**config.mk**
```make
export PLATFORM = sky130hd
export DESIGN_NAME = tick_enable_generator
export DESIGN_NICKNAME = d
export VERILOG_FILES = /design/src/rtl/tick_enable_generator.sv
export SDC_FILE = /design/constraint.sdc
export NUM_CORES = 1
export LEC_CHECK = 0
export CAP_MARGIN = 10
export CORE_MARGIN = 2
export CORE_UTILIZATION = 35
export CTS_BUF_LIST = sky130_fd_sc_hd__clkbuf_16
export DETAILED_ROUTE_END_ITERATION = 7
export PLACE_DENSITY = 0.65
export SLEW_MARGIN = 20
export SYNTH_ARGS = -nofsm -noshare
export SYNTH_HDL_FRONTEND = slang
export SYNTH_SLANG_ARGS = --single-unit
```
**constraint.sdc**
```tcl
create_clock -name i_clk -period 2.95 [get_ports i_clk]
set_input_delay 0.59 -clock i_clk [delete_from_list [all_inputs] [get_ports i_clk]]
set_output_delay 0.59 -clock i_clk [all_outputs]
set_load 0.02 [all_outputs]
```
**src/rtl/tick_enable_generator.sv**
```systemverilog
// tick_enable_generator: programmable prescaler issuing 1-cycle enable ticks, continuous or finite burst.
// Define TICK_FIRST_IMMEDIATE_EN to emit the first tick right after the start edge.
module tick_enable_generator #(
    parameter int DIV_WIDTH   = 16,
    parameter int BURST_WIDTH = 8
) (
    input  logic                   i_clk,
    input  logic                   i_reset,
    input  logic                   i_start,
    input  logic                   i_stop,
    input  logic [DIV_WIDTH-1:0]   i_div_value,
    input  logic [BURST_WIDTH-1:0] i_burst_len,
    output logic                   o_tick,
    output logic                   o_busy,
    output logic                   o_done,
    output logic [BURST_WIDTH-1:0] o_tick_count
);
    typedef enum logic {IDLE, RUN} state_t;
    state_t                 r_state;
    logic [DIV_WIDTH-1:0]   r_div, r_pre;
    logic [BURST_WIDTH-1:0] r_burst, r_count;
    logic                   r_tick, r_busy, r_done;
    logic [DIV_WIDTH-1:0]   w_div_in;
    logic [BURST_WIDTH-1:0] w_next_count;
    logic                   w_wrap, w_last;
    always_comb begin
        w_div_in     = (i_div_value == '0) ? DIV_WIDTH'(1) : i_div_value;
        w_next_count = r_count + 1'b1;
        w_wrap       = r_pre == r_div - 1'b1;
        w_last       = (r_burst != '0) && (w_next_count == r_burst);
    end
    // Done stays in RUN for its own cycle so busy covers the final tick.
    always_ff @(posedge i_clk) begin
        if (i_reset) begin
            r_state <= IDLE;
            r_div   <= '0;
            r_pre   <= '0;
            r_burst <= '0;
            r_count <= '0;
            r_tick  <= 1'b0;
            r_busy  <= 1'b0;
            r_done  <= 1'b0;
        end else begin
            r_tick <= 1'b0;
            r_done <= 1'b0;
            if (r_state == IDLE) begin
                if (i_start && !i_stop) begin
                    r_state <= RUN;
                    r_busy  <= 1'b1;
                    r_div   <= w_div_in;
                    r_burst <= i_burst_len;
                    r_count <= '0;
`ifdef TICK_FIRST_IMMEDIATE_EN
                    r_pre   <= w_div_in - 1'b1;
`else
                    r_pre   <= '0;
`endif
                end
            end else if (i_stop || r_done) begin
                r_state <= IDLE;
                r_busy  <= 1'b0;
            end else if (w_wrap) begin
                r_pre   <= '0;
                r_tick  <= 1'b1;
                r_count <= w_next_count;
                r_done  <= w_last;
            end else begin
                r_pre <= r_pre + 1'b1;
            end
        end
    end
    assign o_tick       = r_tick;
    assign o_busy       = r_busy;
    assign o_done       = r_done;
    assign o_tick_count = r_count;
endmodule

```
Word level (Yosys, flattened, before mapping)
Cells that the tools add are included.

storage, ports and cells
  bits in registers = 52
  bits in latches = 0
  memory bits (writable) = 0
  bits in read-only memories = 0
  input port bits = 28
  output and inout port bits = 11
  word-level logic and storage cells = 47
  memories kept = 0

cells by class
  add/subtract/negate cells = 3
  multipliers = 0
  divide/modulo/power cells = 0
  $lt $le $gt $ge = 0
  eq/ne operators = 5
  shifts and indexed selects = 0
  muxes and demuxes = 16
  bitwise gates (word level) = 2
  reduce and logical (&&, ||, !) cells = 13

operator list
  cell                                                                   count
  16-bit 2-to-1 mux                                                      5
  8-bit 2-to-1 mux                                                       4
  16-bit by 1-bit adder with 16-bit output (second input constant)       1
  16-bit equality test                                                   1
  16-bit logical NOT                                                     1
  16-bit by 1-bit subtractor with 16-bit output (second input constant)  1
  8-bit by 1-bit adder with 8-bit output (second input constant)         1
  8-bit equality test                                                    1
  8-bit nonzero test                                                     1
  1-bit 2-to-1 mux                                                       7
  2-bit AND reduction                                                    3
  2-bit by 1-bit != test with 1-bit output (second input constant)       2
  4-bit OR reduction                                                     1
  3-bit AND reduction                                                    1
  3-bit OR reduction                                                     1
  1-bit logical AND                                                      2
  2-bit != test (second input constant)                                  1
  1-bit NOT                                                              2
  2-bit nonzero test                                                     1
  1-bit logical NOT                                                      1
  1-bit logical OR                                                       1

Longest topological paths before layout
  depth after elaboration = 5
  gate-level depth with buffers = 10
  depth with buffers taken out = 10

Worst setup path after synthesis
No wires, ideal clock.

  path kind = register to register
  start point = register r_div[0]
  end point = register r_count[4] (netlist: o_tick_count[4])
  setup time = 0.070 ns
  arrival time = 2.333 ns
  required time = 2.880 ns
  slack = 0.546 ns
  stages on the path, launching flop included = 10
  buffers on the path = 0
  period minus slack after synthesis = 2.404 ns
  path through = dfxtp_1 inv_1 ha_1 nor3b_2 nand4b_1 xnor2_1 nor4_2 nand4_2 or4_1 a21oi_1

between the ends
  longest elaborated chain between the ends = 4

ends and longest elaborated chain
  element                                             line  text
  start, declared                                     20    logic [DIV_WIDTH-1:0] r_div, r_pre;
  start signal, assigned                              50    r_div <= w_div_in;
  16-bit by 1-bit subtractor with 16-bit output       29    w_wrap = r_pre == r_div - 1'b1;
  16-bit equality test                                29
  2-bit by 1-bit != test with 1-bit output (no line)  --
  3-bit AND reduction (no line)                       --
  end signal, assigned                                65    r_count <= w_next_count;
  end, declared                                       21    logic [BURST_WIDTH-1:0] r_burst, r_count;

Every way passes these cells.
A chain may end at the register's enable or synchronous reset.

Worst setup path in the final report
Same ends and word-level chain as after synthesis.

==> flow_summary.ini <==
[pwr]
powerDensity_nw_per_um2 = 459
leakagePower_nw = 1.20
power_mw = 1.55
ir_drop_mv = 0.232

[clock_tree]
cts_buffers = 5
ctsRootBufferMaster = clkbuf_16
clockBufferDepth = 2
clock_sinks = 52
cts_setup_buffers = 0
cts_hold_buf = 0
cts_tree = yes
cts_resized = 0
insertion_delay_ns = 0.29
htree_levels = 2
cts.clk_slew.worst_paths_ns = 0.07

[final_layout]
fill_cells = 762
final_common_cell = nand2_1
drive_gt1_share_pct = 7.18
layout_common_cells = 63 x nand2_1, 52 x dfxtp_1, 38 x clkdlybuf4s50_1
area_growth_pct = 24.1
design_area_um2 = 3380
nets = 406
diodes = 0

[floorplan]
rows = 32
die_h_um = 92.2
die_w_um = 92.2
die_area_um2 = 8500
core_um2 = 7650
initial_core_util_pct = 35.6
io_pins = 39

[setup_path]
path_class = register to register
cp.arrival_ns = 2.95
end_kind = register
r2r_start = r_div[0]
critPathCapture = o_tick_count[4]
rrSetupSlack_ns = 0.23
reg2reg_depth = 10
startpoint = r_div[0]
crit_path_start_kind = register
crit_path_max_fanout = 10
cp_data_required_time_ns = 3.18
r2r_end = o_tick_count[4]

[min_path]
hold_path.class = register to register
min_path_cells = 2

[sta]
clock_skew_ns = 0.00587
setup_viol = 0
timing.fmax_ghz = 0.368
hold_viol = 0
tns_ns = 0
period_share_pct = 92.2
hold_slack_ns = 0.475
tightest_slew_ns = 0.536
slew_viol_final = 0
rsz0062_at_grt = no
slew_headroom_pct = 64.1
final.min_clock_period_ns = 2.72

[yosys]
async_reset_ff_share_pct = 0
synth.distinct_cells = 50
synth_cells = 334
syn-num-nets = 365
synth-edff-count = 0
postSynthAreaPerCell_um2 = 8.15
ys.flop_type = dfxtp_1
synth_top_area_cell = dfxtp_1
synth_seq_cells = 52
seq_area_frac_synth_pct = 38.3
synth_area_um2 = 2720
yosys_warnings = 0
synth_top_area_share_pct = 38.3
synth_area_leaders = dfxtp_1 38%, xnor2_1 9.0%, nand2_1 8.7%

[global_routing]
grt_max_degree = 27
first_global_vias = 2228
grt_pass1_wl_mm = 10.7
track_usage_pct = 16.0
gr-total-overflow = 0
grt_antenna_before_repair = 0

[outcome]
status = finished, final reports clean

[placed_design]
place_area_um2 = 3240
place_congestion = 0.849
io_buffers = 38
hpwl_mm = 4.95

[drt]
drt_iter0_drc = 131
drt_first_pass_iters = 4
viasPerCell = 4.94
drt-total-wl_mm = 6.62
num_vias = 2360
wire_per_inst_um = 13.9
ant_nets = 0
drc = 0

[job]
drv_cap = 0
## final cells by class
cell class / instances / area (um^2) / share of cell area [%]
clock buffer: 5 / 125 / 3.71
clock inverter: 3 / 13.8 / 0.408
multi-input combinational: 260 / 1600 / 47.2
sequential: 52 / 1040 / 30.8
inverter: 11 / 41.3 / 1.22
timing repair buffer: 45 / 433 / 12.8
tap: 102 / 128 / 3.78
## cells by family (layout without fill, tap and decap cells)
logic type               after synthesis  count (layout)  synth area share [%]
AO/OA/AOI/OAI                         55              55                  12.9
XOR/XNOR                              49              49                  15.8
adder cells (fa/ha/maj)                3               3                  1.38
buffers and inverters                 22              64                  3.13
flip-flops                            52              52                  38.3
multiplexers                           3               3                  1.10
AND/OR/NAND/NOR                      150             150                  27.4
## per-stage QoR
| step | util [%] | cells | worst slack [ns] |
|---|---|---|---|
| 3_5_place_dp | 42.3 | 470 | 0.114 |
| 2_1_floorplan | - | 334 | 0.546 |
| 3_3_place_gp | 42.3 | 470 | 0.162 |
| 6_report | 44.2 | 478 | 0.229 |
| 5_1_grt | 44.2 | 478 | 0.112 |
| 4_1_cts | 44.2 | 478 | 0.228 |
## cells in the mapped netlist, drive strengths merged, types with 4 or more instances
| master | number |
|---|---|
| xor2 | 21 |
| nor4 | 8 |
| o21ai | 5 |
| nand4 | 6 |
| nand2 | 63 |
| inv | 11 |
| nand3 | 10 |
| dfxtp | 52 |
| nor3 | 8 |
| nor2 | 34 |
| and3 | 7 |
| a21oi | 29 |
| clkbuf | 8 |
| xnor2 | 28 |
| a211oi | 4 |
## where the power goes
| part | switching [mW] | internal, mW | total (mW) |
|---|---|---|---|
| Clock | 0.249 | 0.309 | 0.557 |
| Sequential | 0.0264 | 0.720 | 0.747 |
| Combinational | 0.125 | 0.122 | 0.247 |
| Total | 0.400 | 1.15 | 1.55 |
## critical path: stages, from the launching register on
cell and delay [ns]:
dfxtp_1 0.47, inv_1 0.08, ha_1 0.26, nor3b_2 0.17, buf_4 0.17, nand4b_1 0.10
xnor2_1 0.11, nor4_2 0.32, nand4_2 0.26, or4_1 0.57, a21oi_1 0.14
## state kept, by name, indices dropped and copies added (netlist names)
register and cells:
r_burst 8, o_tick_count 8, r_div 16, o_done 1, r_state 1, o_tick 1
r_pre 16, o_busy 1
## worst min-delay path by stage
stage / to / start
global placement: r_burst[4] / r_burst[4]
CTS: r_burst[4] / r_burst[4]
detailed placement: r_burst[4] / r_burst[4]
global route: r_burst[4] / r_burst[4]
finish: r_burst[4] / r_burst[4]
floorplan: r_div[15] / r_div[15]
## per-layer routing
layer | part of all wire (%) | routed length, um | track usage [%]
met5 | 0 | 0 | 0
met4 | 2.3 | 150 | 7.21
met3 | 2.9 | 194 | 2.63
met2 | 45 | 2970 | 24.3
met1 | 50 | 3310 | 22.2
No activity file was read; power rests on OpenSTA's default activity.
